--- config.mk ---
export PLATFORM = sky130hd
export DESIGN_NAME = ncl_sync_dr_counter
export DESIGN_NICKNAME = d
export VERILOG_FILES = /design/src/rtl/ncl_pkg.sv /design/src/rtl/ncl_dr_encode.sv /design/src/rtl/ncl_sync_dr_counter.sv
export SDC_FILE = /design/constraint.sdc
export NUM_CORES = 1
export LEC_CHECK = 0
export ABC_AREA = 1
export CELL_PAD_IN_SITES_DETAIL_PLACEMENT = 1
export CELL_PAD_IN_SITES_GLOBAL_PLACEMENT = 1
export CORE_MARGIN = 2
export CORE_UTILIZATION = 37
export DETAILED_ROUTE_END_ITERATION = 10
export GPL_TIMING_DRIVEN = 1
export HOLD_SLACK_MARGIN = 0.1
export MAX_ROUTING_LAYER = met4
export PLACE_DENSITY_LB_ADDON = 0.1
export SYNTH_ARGS = -nofsm -noshare
export SYNTH_HDL_FRONTEND = slang
export SYNTH_SLANG_ARGS = --single-unit
--- constraint.sdc ---
create_clock -name clk -period 3.4 [get_ports clk]
set_clock_uncertainty 0.15 [all_clocks]
set_input_delay 0.34 -clock clk [delete_from_list [all_inputs] [get_ports clk]]
set_output_delay 0.34 -clock clk [all_outputs]
set_load 0.1 [all_outputs]
--- src/rtl/ncl_pkg.sv ---
// Shared NCL definitions: phase encoding of the wavefront FSM and rail indices.
// No logic here; no latency and no flow control of its own.
package ncl_pkg;

    typedef enum logic {
        NULL_PH = 1'b0,
        DATA_PH = 1'b1
    } ncl_phase_e;

    localparam int RAIL0 = 0;
    localparam int RAIL1 = 1;

endpackage

--- src/rtl/ncl_dr_encode.sv ---
// Combinational dual-rail encoder: valid=1 drives one rail per bit, valid=0 drives NULL.
// Zero latency; no flow control.
module ncl_dr_encode #(
    parameter int WIDTH = 1
) (
    input  logic [WIDTH-1:0] value,
    input  logic             valid,
    output logic [WIDTH-1:0] t,
    output logic [WIDTH-1:0] f
);

    assign t = valid ? value  : '0;
    assign f = valid ? ~value : '0;

endmodule

--- src/rtl/ncl_sync_dr_counter.sv ---
// Clocked dual-rail counter emitting DATA/NULL wavefronts, one cycle after each deciding edge.
// Backpressure via ack_in: DATA holds until ack_in=1, NULL holds until ack_in=0.
module ncl_sync_dr_counter
    import ncl_pkg::*;
#(
    parameter int WIDTH = 32
) (
    input  logic             clk,
    input  logic             init,
    input  logic             ack_in,
    input  logic             en,
    input  logic             up_dn,
    input  logic             sat,
    input  logic             load,
    input  logic [WIDTH-1:0] load_val,
    output logic [WIDTH-1:0] sum_t,
    output logic [WIDTH-1:0] sum_f,
    output logic             tc_t,
    output logic             tc_f,
    output logic             busy
);

    localparam logic [WIDTH-1:0] ONE = {{(WIDTH-1){1'b0}}, 1'b1};

    ncl_phase_e       state_q, state_d;
    logic [WIDTH-1:0] cnt_q, cnt_d;
    logic             dir_q, dir_d;

    logic [WIDTH-1:0] sum_t_q, sum_f_q;
    logic [WIDTH-1:0] sum_t_d, sum_f_d;
    logic [1:0]       tc_rail_q, tc_rail_d;
    logic             busy_q;

    logic             all_ones, all_zero;
    logic             data_nxt;
    logic             tc_nxt;
    logic [WIDTH-1:0] cnt_step;

    assign all_ones = &cnt_q;
    assign all_zero = ~|cnt_q;

    // Saturating/wrapping step, only consumed on the DATA->NULL edge.
    always_comb begin
        cnt_step = cnt_q;
        if (up_dn) begin
            if (all_ones) begin
                cnt_step = sat ? cnt_q : '0;
            end else begin
                cnt_step = cnt_q + ONE;
            end
        end else begin
            if (all_zero) begin
                cnt_step = sat ? cnt_q : '1;
            end else begin
                cnt_step = cnt_q - ONE;
            end
        end
    end

    always_comb begin
        state_d = state_q;
        cnt_d   = cnt_q;
        dir_d   = dir_q;
        case (state_q)
            NULL_PH: begin
                if (!ack_in) begin
                    state_d = DATA_PH;
                end
            end
            DATA_PH: begin
                if (ack_in) begin
                    state_d = NULL_PH;
                    dir_d   = up_dn;
                    if (load) begin
                        cnt_d = load_val;
                    end else if (en) begin
                        cnt_d = cnt_step;
                    end
                end
            end
            default: begin
                state_d = NULL_PH;
            end
        endcase
    end

    // Rails are encoded from next-state values and then registered, so every
    // digit of a wavefront flips on the same edge with no decode glitches.
    assign data_nxt = (state_d == DATA_PH);
    assign tc_nxt   = dir_d ? (&cnt_d) : (~|cnt_d);

    ncl_dr_encode #(
        .WIDTH (WIDTH)
    ) u_sum_enc (
        .value (cnt_d),
        .valid (data_nxt),
        .t     (sum_t_d),
        .f     (sum_f_d)
    );

    ncl_dr_encode #(
        .WIDTH (1)
    ) u_tc_enc (
        .value (tc_nxt),
        .valid (data_nxt),
        .t     (tc_rail_d[RAIL1]),
        .f     (tc_rail_d[RAIL0])
    );

    always_ff @(posedge clk) begin
        if (init) begin
            state_q   <= NULL_PH;
            cnt_q     <= '0;
            dir_q     <= 1'b1;
            sum_t_q   <= '0;
            sum_f_q   <= '0;
            tc_rail_q <= '0;
            busy_q    <= 1'b0;
        end else begin
            state_q   <= state_d;
            cnt_q     <= cnt_d;
            dir_q     <= dir_d;
            sum_t_q   <= sum_t_d;
            sum_f_q   <= sum_f_d;
            tc_rail_q <= tc_rail_d;
            busy_q    <= data_nxt;
        end
    end

    assign sum_t = sum_t_q;
    assign sum_f = sum_f_q;
    assign tc_t  = tc_rail_q[RAIL1];
    assign tc_f  = tc_rail_q[RAIL0];
    assign busy  = busy_q;

endmodule

Word level (Yosys, flattened, before mapping):

Cells that the tools add are included.

* register bits after elaboration: 100
* latch bits: 0
* word-level logic and storage cells: 29
* bits in writable memories: 0
* ROM bits: 0
* memories: 0
* output and inout bits: 67
* input bits: 39

* shift-type cells: 0
* div/mod/pow operators: 0
* multiplexer cells: 13
* multiply operators: 0
* $add $sub $neg: 2
* reduce and logical (&&, ||, !) cells: 6
* $lt $le $gt $ge: 0
* bitwise operators: 2
* equality and inequality tests: 0

Operators by type and width (number)
* $mux 32: 9
* $reduce_and 32->1: 2
* $reduce_or 32->1: 2
* $add 32x1->32 const B: 1
* $not 32->32: 1
* $sub 32x1->32 const B: 1
* $mux 1: 4
* $reduce_or 2->1: 1
* $logic_not 1->1: 1
* $not 1->1: 1

Logic depth before layout (Yosys ltp):

Gate-level depths: netlist of run 1.

* depth in word-level cells: 11
* mapped depth: 26
* gate-level depth less buffers: 24

Hierarchy:

Synthesis of run 1 repeated with hierarchy kept, for this count alone.

* cell total of the unflattened synthesis: 1425
* area total of the unflattened synthesis: 8117.8 um2

By module, submodules not included
* ncl_sync_dr_counter: seq. area each 2001.9 um2, instances 1, area an instance 7412.1 um2, cells each 1317
* ncl_dr_encode at u_sum_enc: seq. area each 0.0 um2, instances 1, area an instance 688.2 um2, cells each 104
* ncl_dr_encode at u_tc_enc: seq. area each 0.0 um2, instances 1, area an instance 17.5 um2, cells each 4

Least setup slack after synthesis of run 1:

No wires, ideal clock.

* path kind: register to register
* from: register cnt_q[0]
* to: register tc_rail_q[0]
* path buffers: 2
* arrival time: 2437 ps
* required time: 3132 ps
* library setup time: 118 ps
* cell stages (with the launch flop): 22
* setup slack: 695 ps
* clock period less this slack: 2705 ps
* cells stage by stage: dfxtp_1 > inv_1 > buf_2 > ha_1 > nand2_1 > nor2_2 > nand2_2 > nor2_4 > nand2_2 > buf_6 > o21ai_0 > nand2_1 > nand3_1 > nand2_2 > a21oi_2 > nand3_1 > nor2_1 > nand3_1 > nor2_1 > nand2_1 > nand2_1 > nor2_1

* cells in the longest elaborated chain, start to end: 11
* elaborated cells on any way between the ends: 18
* classes of those cells: add/sub: 2; mux: 10; bitwise: 1; reduce/logical: 5

Ends and longest elaborated chain
* start, declared: RTL line ncl_sync_dr_counter.sv:26 `logic [WIDTH-1:0] cnt_q, cnt_d;`
* start signal, assigned: RTL line ncl_sync_dr_counter.sv:121 `cnt_q <= cnt_d;`
* $sub 32x1->32 (tied with other cells): RTL line ncl_sync_dr_counter.sv:55 `cnt_step = cnt_q - ONE;`
* $mux 32, on equally long branches: RTL line ncl_sync_dr_counter.sv:52, ncl_sync_dr_counter.sv:46
* $mux 32: RTL line ncl_sync_dr_counter.sv:45 `if (up_dn) begin`
* $mux 32: RTL line ncl_sync_dr_counter.sv:76 `end else if (en) begin`
* $mux 32: RTL line ncl_sync_dr_counter.sv:74 `if (load) begin`
* $mux 32: RTL line ncl_sync_dr_counter.sv:71 `if (ack_in) begin`
* $mux 32 *: RTL line ncl_sync_dr_counter.sv:64 `case (state_q)`
* $reduce_or 32->1: RTL line ncl_sync_dr_counter.sv:90 `assign tc_nxt = dir_d ? (&cnt_d) : (~|cnt_d);`
* $logic_not 1->1: RTL line ncl_sync_dr_counter.sv:90
* $mux 1 *: RTL line ncl_sync_dr_counter.sv:90
* $not 1->1 *: RTL line ncl_dr_encode.sv:13 `assign f = valid ? ~value : '0;`
* end signal, assigned: RTL line ncl_sync_dr_counter.sv:125 `tc_rail_q <= tc_rail_d;`
* end, declared: RTL line ncl_sync_dr_counter.sv:31 `logic [1:0] tc_rail_q, tc_rail_d;`

Mark *: on every way between the ends. The rest lies on a longest branch, timed or not.
A chain may end at the register's enable or synchronous reset.

Worst setup path after layout of run 1:

* from: register cnt_q[10]
* to: register tc_rail_q[0]

Same word-level chain as after synthesis.

==> key figures, run 1 <==
Global route
  – Largest net degree at the start of global routing: 41
  – Vias in the first global route: 8776
  – First-pass GRT wire length: 50.73 mm
  – Overall routing resource usage: 33.78%
  – Antenna violations before repair: 1
  – Gr ovfl total: 0

STA
  – Final hold violation count: 0
  – Period minus WS final: 3182 ps
  – Transition time of the tightest slew-check pin: 1035 ps
  – Fmax: 314.3 MHz
  – Relative slew slack: 30.77%
  – Fin crit share: 93.59%
  – Final setup violation count: 0
  – Final Slew Violations: 0

Clock network
  – Num CTS Buffers: 9
  – Clock root buffer: clkbuf_16
  – Max Buffers Root-to-Sink: 2
  – Clock sink count: 100
  – Cts hold-fix bufs: 0
  – CTS tree: done
  – Clock transition at path regs: 80 ps
  – H-tree depth: 3
  – Clock Latency Late Sink: 350 ps

Route
  – DRC violations left: 0
  – Starting DRT DRC Count: 610
  – Vias: 8673
  – Final antenna-violating net count: 0
  – Wire per inst: 19.67 um
  – Vias per cell: 5.144
  – DRT Wirelength: 33.16 mm
  – First drt pass iteration count: 5

Setup path
  – Crit path DAT: 3250 ps
  – Crit. End Element: flip-flop
  – Critical Path RT: 3470 ps
  – WS Path Type: reg2reg
  – CP dominant cell by count: nand2_1
  – Critical path fanouts, max: 15
  – Cells along the critical path: nand2_1 -> nor2_2 -> nand2_2 -> nor2_8 -> nand2_4 -> buf_12 -> nand2_1 -> nand2_1 -> nand2_1 -> nand2_1 -> nand2_1 -> nand2_1 -> nand2_1 -> nand2_1 -> nor2_1 -> nand2_1 -> nor2_4 -> nand4_1 -> nand2_1 -> nor2_1
  – Worst reg-to-reg setup slack: 220 ps
  – Number of buffers and inverters on the critical path: 1
  – Slowest stage cell, crit path: dfxtp_1
  – Cell family with most CP delay: simple AND/OR/NAND/NOR gates
  – Critical Path Max Stage Delay: 530 ps
  – Critical Path Start Type: flip-flop

Die
  – IO Pins: 106
  – Die area: 20450 sq um
  – DIE HEIGHT: 143.0 um
  – Starting Density: 37.97%
  – Row Count: 50
  – Total core area: 18830 sq um
  – Die width: 143.0 um

Outcome
  – Status: complete, no violations

Hold path
  – Worst min path class: in2reg

Yosys
  – Mapped Nets: 1336
  – Flops & latches, synth: 100
  – Cell variety after synth: 31
  – Synth warn: 0
  – Syn avg cell area: 5.526 sq um
  – Mapped Area: 7151 sq um
  – Syn Inst Count: 1294
  – Sequential cell area fraction in the yosys report: 28.00%

Final layout
  – # nets final: 1462
  – Share of post-route cells with drive strength above 1: 10.88%
  – Synth-to-layout area growth: 27.58%
  – Post-layout util: 48.45%
  – Fin area: 9123 sq um

Place
  – Routability cong.: 1.010
  – Port buffer count: 105
  – Cell area after placement: 8726 sq um
  – Post-detail-place hpwl: 26.27 mm

Power and ir drop
  – Worst VDD drop: 0.2968 mV
  – P_leak: 4.535 nW
  – Pwr Density: 401.0 nW/um^2

Job
  – Max-Cap Viols: 0
path summary, 6_finish.rpt:
check                           cells past startpoint                       to                 start
worst max-delay path                               20  tc_rail_q[0]$_SDFF_PP0_  cnt_q[10]$_SDFF_PP0_
worst min-delay path                                2          busy$_SDFF_PP0_                  init
worst max register to register                     20  tc_rail_q[0]$_SDFF_PP0_  cnt_q[10]$_SDFF_PP0_
worst min register to register                      3      sum_f[4]$_SDFF_PP0_   cnt_q[4]$_SDFF_PP0_
Yosys cell counts:
cell type | n | area share, %
dfxtp_1 | 100 | 28
ha_1 | 3 | 0.52
xor2_1 | 8 | 0.98
nand3_1 | 91 | 6.4
nand3b_1 | 1 | 0.11
nand4_1 | 14 | 1.2
nor2_1 | 254 | 13
o21ai_2 | 5 | 0.61
nand2_1 | 515 | 27
clkinv_1 | 1 | 0.052
nand3_4 | 1 | 0.25
nand2_2 | 13 | 1.1
nor2_2 | 13 | 1.1
a21oi_1 | 73 | 5.1
buf_4 | 2 | 0.21
inv_1 | 98 | 5.1
clkbuf_1 | 24 | 1.3
inv_2 | 5 | 0.26
o21ai_1 | 2 | 0.14
or2_2 | 2 | 0.17
nor2_4 | 4 | 0.63
buf_2 | 21 | 1.5
buf_1 | 2 | 0.11
a21oi_2 | 3 | 0.37
nand2_4 | 1 | 0.16
nor3b_1 | 1 | 0.11
buf_6 | 11 | 1.7
nor2_8 | 2 | 0.56
nor3_1 | 2 | 0.14
o21ai_0 | 20 | 1.4
nand3_2 | 2 | 0.28
flip-flops by register name (all words and copies together), names as in the netlist:
signal and cells:
dir_q 1, tc_rail_q 2, sum_f 32, cnt_q 32, sum_t 32, busy 1
metrics by stage:
stage	worst slack, ps	total power (W)	hold slack [ps]	cells	setup TNS (ps)
2_1_floorplan	695.4	0.002154	273.9	1294	0
3_3_place_gp	230.8	0.002588	606.7	1665	0
3_5_place_dp	76.01	0.002603	611.9	1665	0
4_1_cts	3.601	0.003642	427.7	1681	0
5_1_grt	-4.261	0.003816	464.9	1686	-4.261
6_report	218.1	0.003658	424.5	1686	0
cells in the final DEF, fill, tap and decap left out, types with 2 or more instances in the layout:
cell             Yosys  final
clkbuf_16            0      9
a21oi_2              3      2
inv_1               98     97
nand4_1             14     14
clkinv_8             0      2
nand3_2              2      2
dfxtp_2              0      8
nand3_1             91     91
o21ai_2              5      5
buf_12               0      4
nor2_8               2      2
nor2_2              13     15
nand2_1            515    512
inv_2                5      5
xor2_1               8      8
or2_2                2      2
inv_6                0      4
nor3_1               2      2
buf_4                2     65
a21oi_1             73     73
nand2_2             13     15
clkdlybuf4s50_1      0    104
dfxtp_1            100     91
ha_1                 3      3
nor2_1             254    249
o21ai_1              2      2
nor2_4               4      7
nand2_4              1      2
o21ai_0             20     20
cells by family (layout without fill, tap and decap cells):
group | after synthesis | in the layout | synth area share, %
AOI/OAI and AO/OA | 103 | 103 | 7.629
xor gates and xnor gates | 8 | 8 | 0.9799
adders and majority gates | 3 | 3 | 0.5250
buffers and inverters | 164 | 295 | 10.24
DFF | 100 | 100 | 28.00
other | 0 | 1 | 0
and+or+nand+nor | 916 | 916 | 52.63
what timing repair did:
item,CTS,global route
resized for setup,0,26
setup endpoints to repair,0,2
buffers inserted,0,4
routing by layer:
metal	track usage [%]	vias up	wire length [um]
met4	7.921	0	656
li1	-	4246	-
met1	45.83	4156	15810
met3	4.326	36	1612
met2	53.69	235	15090
met5	-	-	0
layout make-up:
| class | count | area [sq um] |
|---|---|---|
| Antenna cell | 1 | 2.502 |
| Clock buffer | 10 | 229.0 |
| Clock inverter | 6 | 67.56 |
| Fill cell | 2619 | 9708 |
| Inverter | 104 | 392.9 |
| Multi-Input combinational cell | 1030 | 4464 |
| Sequential cell | 100 | 2016 |
| Tap cell | 260 | 325.3 |
| Timing Repair Buffer | 175 | 1625 |
where the power goes:
part | switching (W) | internal, W
Combinational | 0.000944 | 0.000386
Sequential | 0.0000505 | 0.00123
Clock | 0.000528 | 0.000522
No activity file was read; power rests on OpenSTA's default activity.
==> inputs of run 2 (changes only) <==
Settings changed: CORE_MARGIN 2 to 3, CTS_CLUSTER_DIAMETER set to 200.
==> run 2 against run 1 <==
Compared with the run above:
- combinational power about the same
- sequential cell count unchanged
- global-route usage is 2.5 points lower
- die area grew 2.8%
- core utilization shrank 0.11 points
- cell count fell by 0.12%
- worst hold slack gained 22 ps
- setup slack got worse by 44 ps
- register-to-register slack got worse by 40 ps
- critical path depth is 3 higher
- non-clock buffer count shrank 2
- count of clock-buffer cells in the layout is the same
- critical path type unchanged
- highest routed layer unchanged
==> key figures, run 2 (same netlist as run 1, synthesis figures left out) <==
Outcome
  – Status: complete, no violations

Global route
  – Met3 usage in global routing: 3.404%
  – First-pass GRT wire length: 49.98 mm
  – Gr ovfl total: 0
  – Met1 Use GR: 44.36%
  – Overall routing resource usage: 31.24%
  – Global route hottest layer: met2
  – Largest net degree at the start of global routing: 42
  – Vias in the first global route: 8683
  – Antenna violations before repair: 1
  – GR Layer Usage met2: 48.31%

Setup path
  – Worst Setup SP: cnt_q[6]$_SDFF_PP0_
  – Worst reg-to-reg setup slack: 170 ps
  – Critical Path RT: 3480 ps
  – Worst reg2reg endpoint: tc_rail_q[0]$_SDFF_PP0_
  – Critical path fanouts, max: 5
  – R2R Path Start: cnt_q[6]$_SDFF_PP0_
  – R2R depth: 23
  – Critical Path Start Type: flip-flop
  – WS Path Type: reg2reg
  – Crit. End Element: flip-flop
  – Worst Setup EP: tc_rail_q[0]$_SDFF_PP0_
  – Crit path DAT: 3310 ps

Die
  – Total core area: 18830 sq um
  – DIE HEIGHT: 145.0 um
  – Starting Density: 37.97%
  – Die width: 145.0 um
  – IO Pins: 106
  – Die area: 21030 sq um
  – Row Count: 50

Clock network
  – Clock Latency Late Sink: 350 ps
  – Clock transition at path regs: 70 ps
  – Clock root buffer: clkbuf_16
  – Max Buffers Root-to-Sink: 2
  – Clock sink count: 100
  – Num CTS Buffers: 9
  – CTS tree: done
  – Cts hold-fix bufs: 0
  – H-tree depth: 3

Route
  – Vias: 8640
  – Final antenna-violating net count: 0
  – Starting DRT DRC Count: 632
  – Vias per cell: 5.131
  – First drt pass iteration count: 5
  – DRT Wirelength: 33.08 mm
  – Wire per inst: 19.65 um
  – DRC violations left: 0

STA
  – Final Slew Violations: 0
  – Relative slew slack: 31.80%
  – Transition time of the tightest slew-check pin: 1020 ps
  – Fmax: 310.0 MHz
  – Final setup violation count: 0
  – Hold WS: 446.5 ps
  – Final hold violation count: 0
  – Period minus WS final: 3226 ps
  – Fin crit share: 94.88%

Final layout
  – Post-Layout Cell Count: 1684
  – FILL cells: 2679
  – Post-layout util: 48.33%
  – Share of post-route cells with drive strength above 1: 10.54%
  – Most common cell after layout, fill and taps aside: nand2_1
  – # nets final: 1460
  – Reg area: 2008 sq um
  – Most frequent cells in the layout: nand2_1 (511), nor2_1 (249), clkdlybuf4s50_1 (104)
  – Synth-to-layout area growth: 27.28%
  – Area of the multi-input gates: 4472 sq um

Power and ir drop
  – Worst VDD drop: 0.3320 mV
  – Pwr Density: 398.7 nW/um^2
  – P_leak: 4.494 nW

Job
  – Max-Cap Viols: 0

Place
  – Routability cong.: 0.9785
  – Port buffer count: 105
  – Post-detail-place hpwl: 26.21 mm
  – Placed cells: 1665

Hold path
  – Worst min path class: in2reg
## run 2: cell types whose count changed in the layout (fill, tap and decap cells not counted), moves of 2 or more
cell     previous run  this run
nand2_8             0         2
nand2_4             2         0
dfxtp_2             8         5
dfxtp_1            91        95
## run 2: worst min-delay path by stage
stage,start,endpoint,slack [ps],cells after the start
2_1_floorplan,ack_in,busy$_SDFF_PP0_,270,1
3_3_place_gp,cnt_q[22]$_SDFF_PP0_,sum_f[22]$_SDFF_PP0_,610,3
3_5_place_dp,cnt_q[29]$_SDFF_PP0_,sum_f[29]$_SDFF_PP0_,620,3
4_1_cts,ack_in,busy$_SDFF_PP0_,440,2
5_1_grt,ack_in,busy$_SDFF_PP0_,460,2
6_report,ack_in,busy$_SDFF_PP0_,450,2
## run 2: stage by stage
stage               setup slack [ps]  instance area, sq um  setup TNS (ps)  power, W
floorplan                      695.4                  7151               0  0.002154
global placement               155.2                  8713               0  0.002577
detailed placement             69.55                  8713               0  0.002592
CTS                            6.203                  9010               0  0.003616
global route                  -49.36                  9101          -49.36  0.003814
finish                         174.0                  9101               0  0.003629
## run 2: layer usage
metal  vias to the layer above  wire length, um
met5                         -                0
met3                        35             1998
met2                       256            14920
li1                       4236                -
met1                      4113            15510
met4                         0              660
## run 2: worst max-delay path: stages (launching register included)
cell and delay [ps]:
dfxtp_1 400, buf_4 200, nor2_1 170, nand2_1 120, nor2_1 260, nand2_1 200
nor2_1 210, nand2_1 90, nand2_1 90, nand2_1 50, nand2_1 70, nand2_1 40
nand2_1 50, nand2_1 40, nand2_1 130, nand2_1 110, nand2_1 180, nand2_1 120
nor2_1 100, nand3_1 70, nor2_1 90, nand2_1 60, nand2_1 60, nor2_1 30
## run 2: cell type report
| type | count | area share [%] |
|---|---|---|
| Antenna cell | 1 | 0.02750 |
| Clock buffer | 10 | 2.516 |
| Clock inverter | 6 | 0.7424 |
| Inverter | 104 | 4.289 |
| Multi-Input combinational cell | 1030 | 49.13 |
| Sequential cell | 100 | 22.06 |
| Tap cell | 260 | 3.574 |
| Timing Repair Buffer | 173 | 17.65 |
## run 2: report_power, final
part	switching (W)	internal [W]	total, W
Combinational	0.000941	0.000378	0.00132
Sequential	0.0000537	0.00123	0.00128
Clock	0.000508	0.000521	0.00103
## run 2: repair_timing
item	4_1_cts	5_1_grt
endpoints found under the setup margin	0	2
buffers inserted	0	2
resized for setup	0	19
==> inputs of run 3 (changes only) <==
Settings changed: CORE_MARGIN 3 to 5.
==> run 3 against run 2 <==
Compared with the run above:
- global-route usage up 0.11 points
- total power is 0.77% higher
- design area rose by 1.2%
- combinational power about the same
- first-iteration DRC count decreased by 10%
- register-to-register slack about the same
- critical path depth shrank 2
- clock power hardly changed
- setup slack worse by 3.0 ps
- worst hold slack got worse by 20 ps
- count of clock-buffer cells in the layout unchanged
==> key figures, run 3 (same netlist as run 1, synthesis figures left out) <==
Outcome
  – Status: complete, no violations

STA
  – Fmax: 309.7 MHz
  – Fin crit share: 94.97%
  – Final setup violation count: 0
  – Final worst slack: 171.0 ps
  – Transition time of the tightest slew-check pin: 1010 ps
  – Relative slew slack: 32.49%
  – Period minus WS final: 3229 ps
  – Setup_tns: 0 ps
  – Final Slew Violations: 0
  – RSZ-0062 raised after global routing: no
  – Final hold violation count: 0

Power and ir drop
  – Net Sw Frac: 41.46%
  – Switching pwr: 0.001516 W
  – Pwr Density: 396.9 nW/um^2
  – Comb pwr share: 36.3%
  – Sequential Power Share: 35.0%
  – Worst VDD drop: 0.3656 mV
  – Cell Int Power: 0.002141 W
  – Clk network pwr share: 28.6%
  – P_leak: 4.555 nW

Place
  – Routability cong.: 0.9807
  – DP Worst Slack: 98.13 ps
  – Placed cells: 1676
  – Port buffer count: 105
  – Post-detail-place hpwl: 26.41 mm

Setup path
  – WS Path Type: reg2reg
  – Number of buffers and inverters on the critical path: 2
  – Slowest stage cell, crit path: dfxtp_1
  – R2R Path Start: cnt_q[9]$_SDFF_PP0_
  – Cell count along the critical path: 21
  – CP dominant cell by count: nand2_1
  – Crit path DAT: 3370 ps
  – Critical Path RT: 3540 ps
  – Cell family with most CP delay: simple AND/OR/NAND/NOR gates
  – R2R depth: 21
  – Cells along the critical path: buf_4 -> nor2_2 -> nand2_2 -> nor2_4 -> nand2_2 -> nor2_4 -> nand2_2 -> buf_4 -> nand2_1 -> nand2_1 -> nand3_2 -> nand2_1 -> a21oi_2 -> nand3_1 -> nor2_1 -> nand2_1 -> nor2_2 -> nand3_1 -> nand2_1 -> nand2_1 -> nor2_2
  – Critical Path Max Stage Delay: 330 ps
  – Critical path fanouts, max: 9
  – Critical Path Start Type: flip-flop
  – Worst Setup SP: cnt_q[9]$_SDFF_PP0_
  – Crit. End Element: flip-flop

Global route
  – Gr ovfl total: 0
  – Largest net degree at the start of global routing: 51
  – Overall routing resource usage: 31.35%
  – Vias in the first global route: 8881
  – Antenna violations before repair: 0
  – First-pass GRT wire length: 51.94 mm

Final layout
  – Area of the multi-input gates: 4461 sq um
  – Synth-to-layout area growth: 28.85%
  – # nets final: 1469
  – Reg area: 2014 sq um
  – FILL cells: 2702
  – Most frequent cells in the layout: nand2_1 (507), nor2_1 (250), clkdlybuf4s50_1 (104)
  – Antenna cell count: 0
  – Most common cell after layout, fill and taps aside: nand2_1
  – Post-Layout Cell Count: 1692
  – Share of post-route cells with drive strength above 1: 11.73%

Hold path
  – Hold path start: init
  – Worst min path class: in2reg
  – Worst Hold Depth: 2

Route
  – Vias per cell: 5.236
  – Vias: 8860
  – DRT Wirelength: 33.89 mm
  – Wire per inst: 20.03 um
  – Starting DRT DRC Count: 568
  – First drt pass iteration count: 5
  – DRC violations left: 0
  – Final antenna-violating net count: 0

Clock network
  – H-tree depth: 3
  – Cts hold-fix bufs: 0
  – Setup Buffers After CTS: 0
  – Clock root buffer: clkbuf_16
  – Max Buffers Root-to-Sink: 2
  – Clock transition at path regs: 80 ps
  – Clock Latency Late Sink: 350 ps
  – CTS tree: done
  – Num CTS Buffers: 9
  – Clock sink count: 100

Die
  – Die width: 149.0 um
  – Die area: 22210 sq um
  – DIE HEIGHT: 149.0 um
  – Starting Density: 37.85%
  – IO Pins: 106
  – Total core area: 18890 sq um
  – Row Count: 50

Job
  – Max-Cap Viols: 0
-- run 3: worst paths after layout --
kind / slack, ps / to
setup / recovery: 170 / tc_rail_q[1]$_SDFF_PP0_
hold / removal: 430 / busy$_SDFF_PP0_
setup reg to reg: 170 / tc_rail_q[1]$_SDFF_PP0_
hold reg to reg: 620 / cnt_q[3]$_SDFF_PP0_
-- run 3: per-stage QoR --
step                power, W  area, sq um  util [%]  hold WS, ps
CTS                 0.003648         9158     48.47        424.6
detailed placement  0.002607         8861     46.90        603.8
floorplan           0.002154         7151         -        273.9
finish              0.003657         9214     48.77        426.5
global placement    0.002593         8861     46.90        590.8
global route        0.003837         9214     48.77        433.3
-- run 3: area by class of cell --
cell class	count	area share [%]
clock buffer	10	2.485
clock inverter	6	0.7333
inverter	104	4.264
multi-input combinational	1030	48.41
sequential	100	21.86
tap	260	3.531
timing repair buffer	182	18.71
-- run 3: power groups by stage --
stage / clock, W / sequential, W / combinational [W]
final: 0.00105 / 0.00128 / 0.00133
after global routing: 0.00111 / 0.00129 / 0.00144
after CTS: 0.00106 / 0.00128 / 0.00131
after detailed placement: 0 / 0.00130 / 0.00130
after global placement: 0 / 0.00130 / 0.00129
after floorplan: 0 / 0.00154 / 0.000610
-- run 3: timing repair --
action	in CTS	in global routing
gates resized for setup	0	25
setup endpoints to repair	0	2
hold endpoints to repair	0	0
-- run 3: routing by layer --
metal  GRT usage (%)  part of all wire, %  vias to the layer above
met1           44.47                   48                     4290
met2           47.86                   44                      270
li1                -                    -                     4259
met5               -                    0                        -
met3           2.826                  5.6                       41
met4           8.741                  2.6                        0
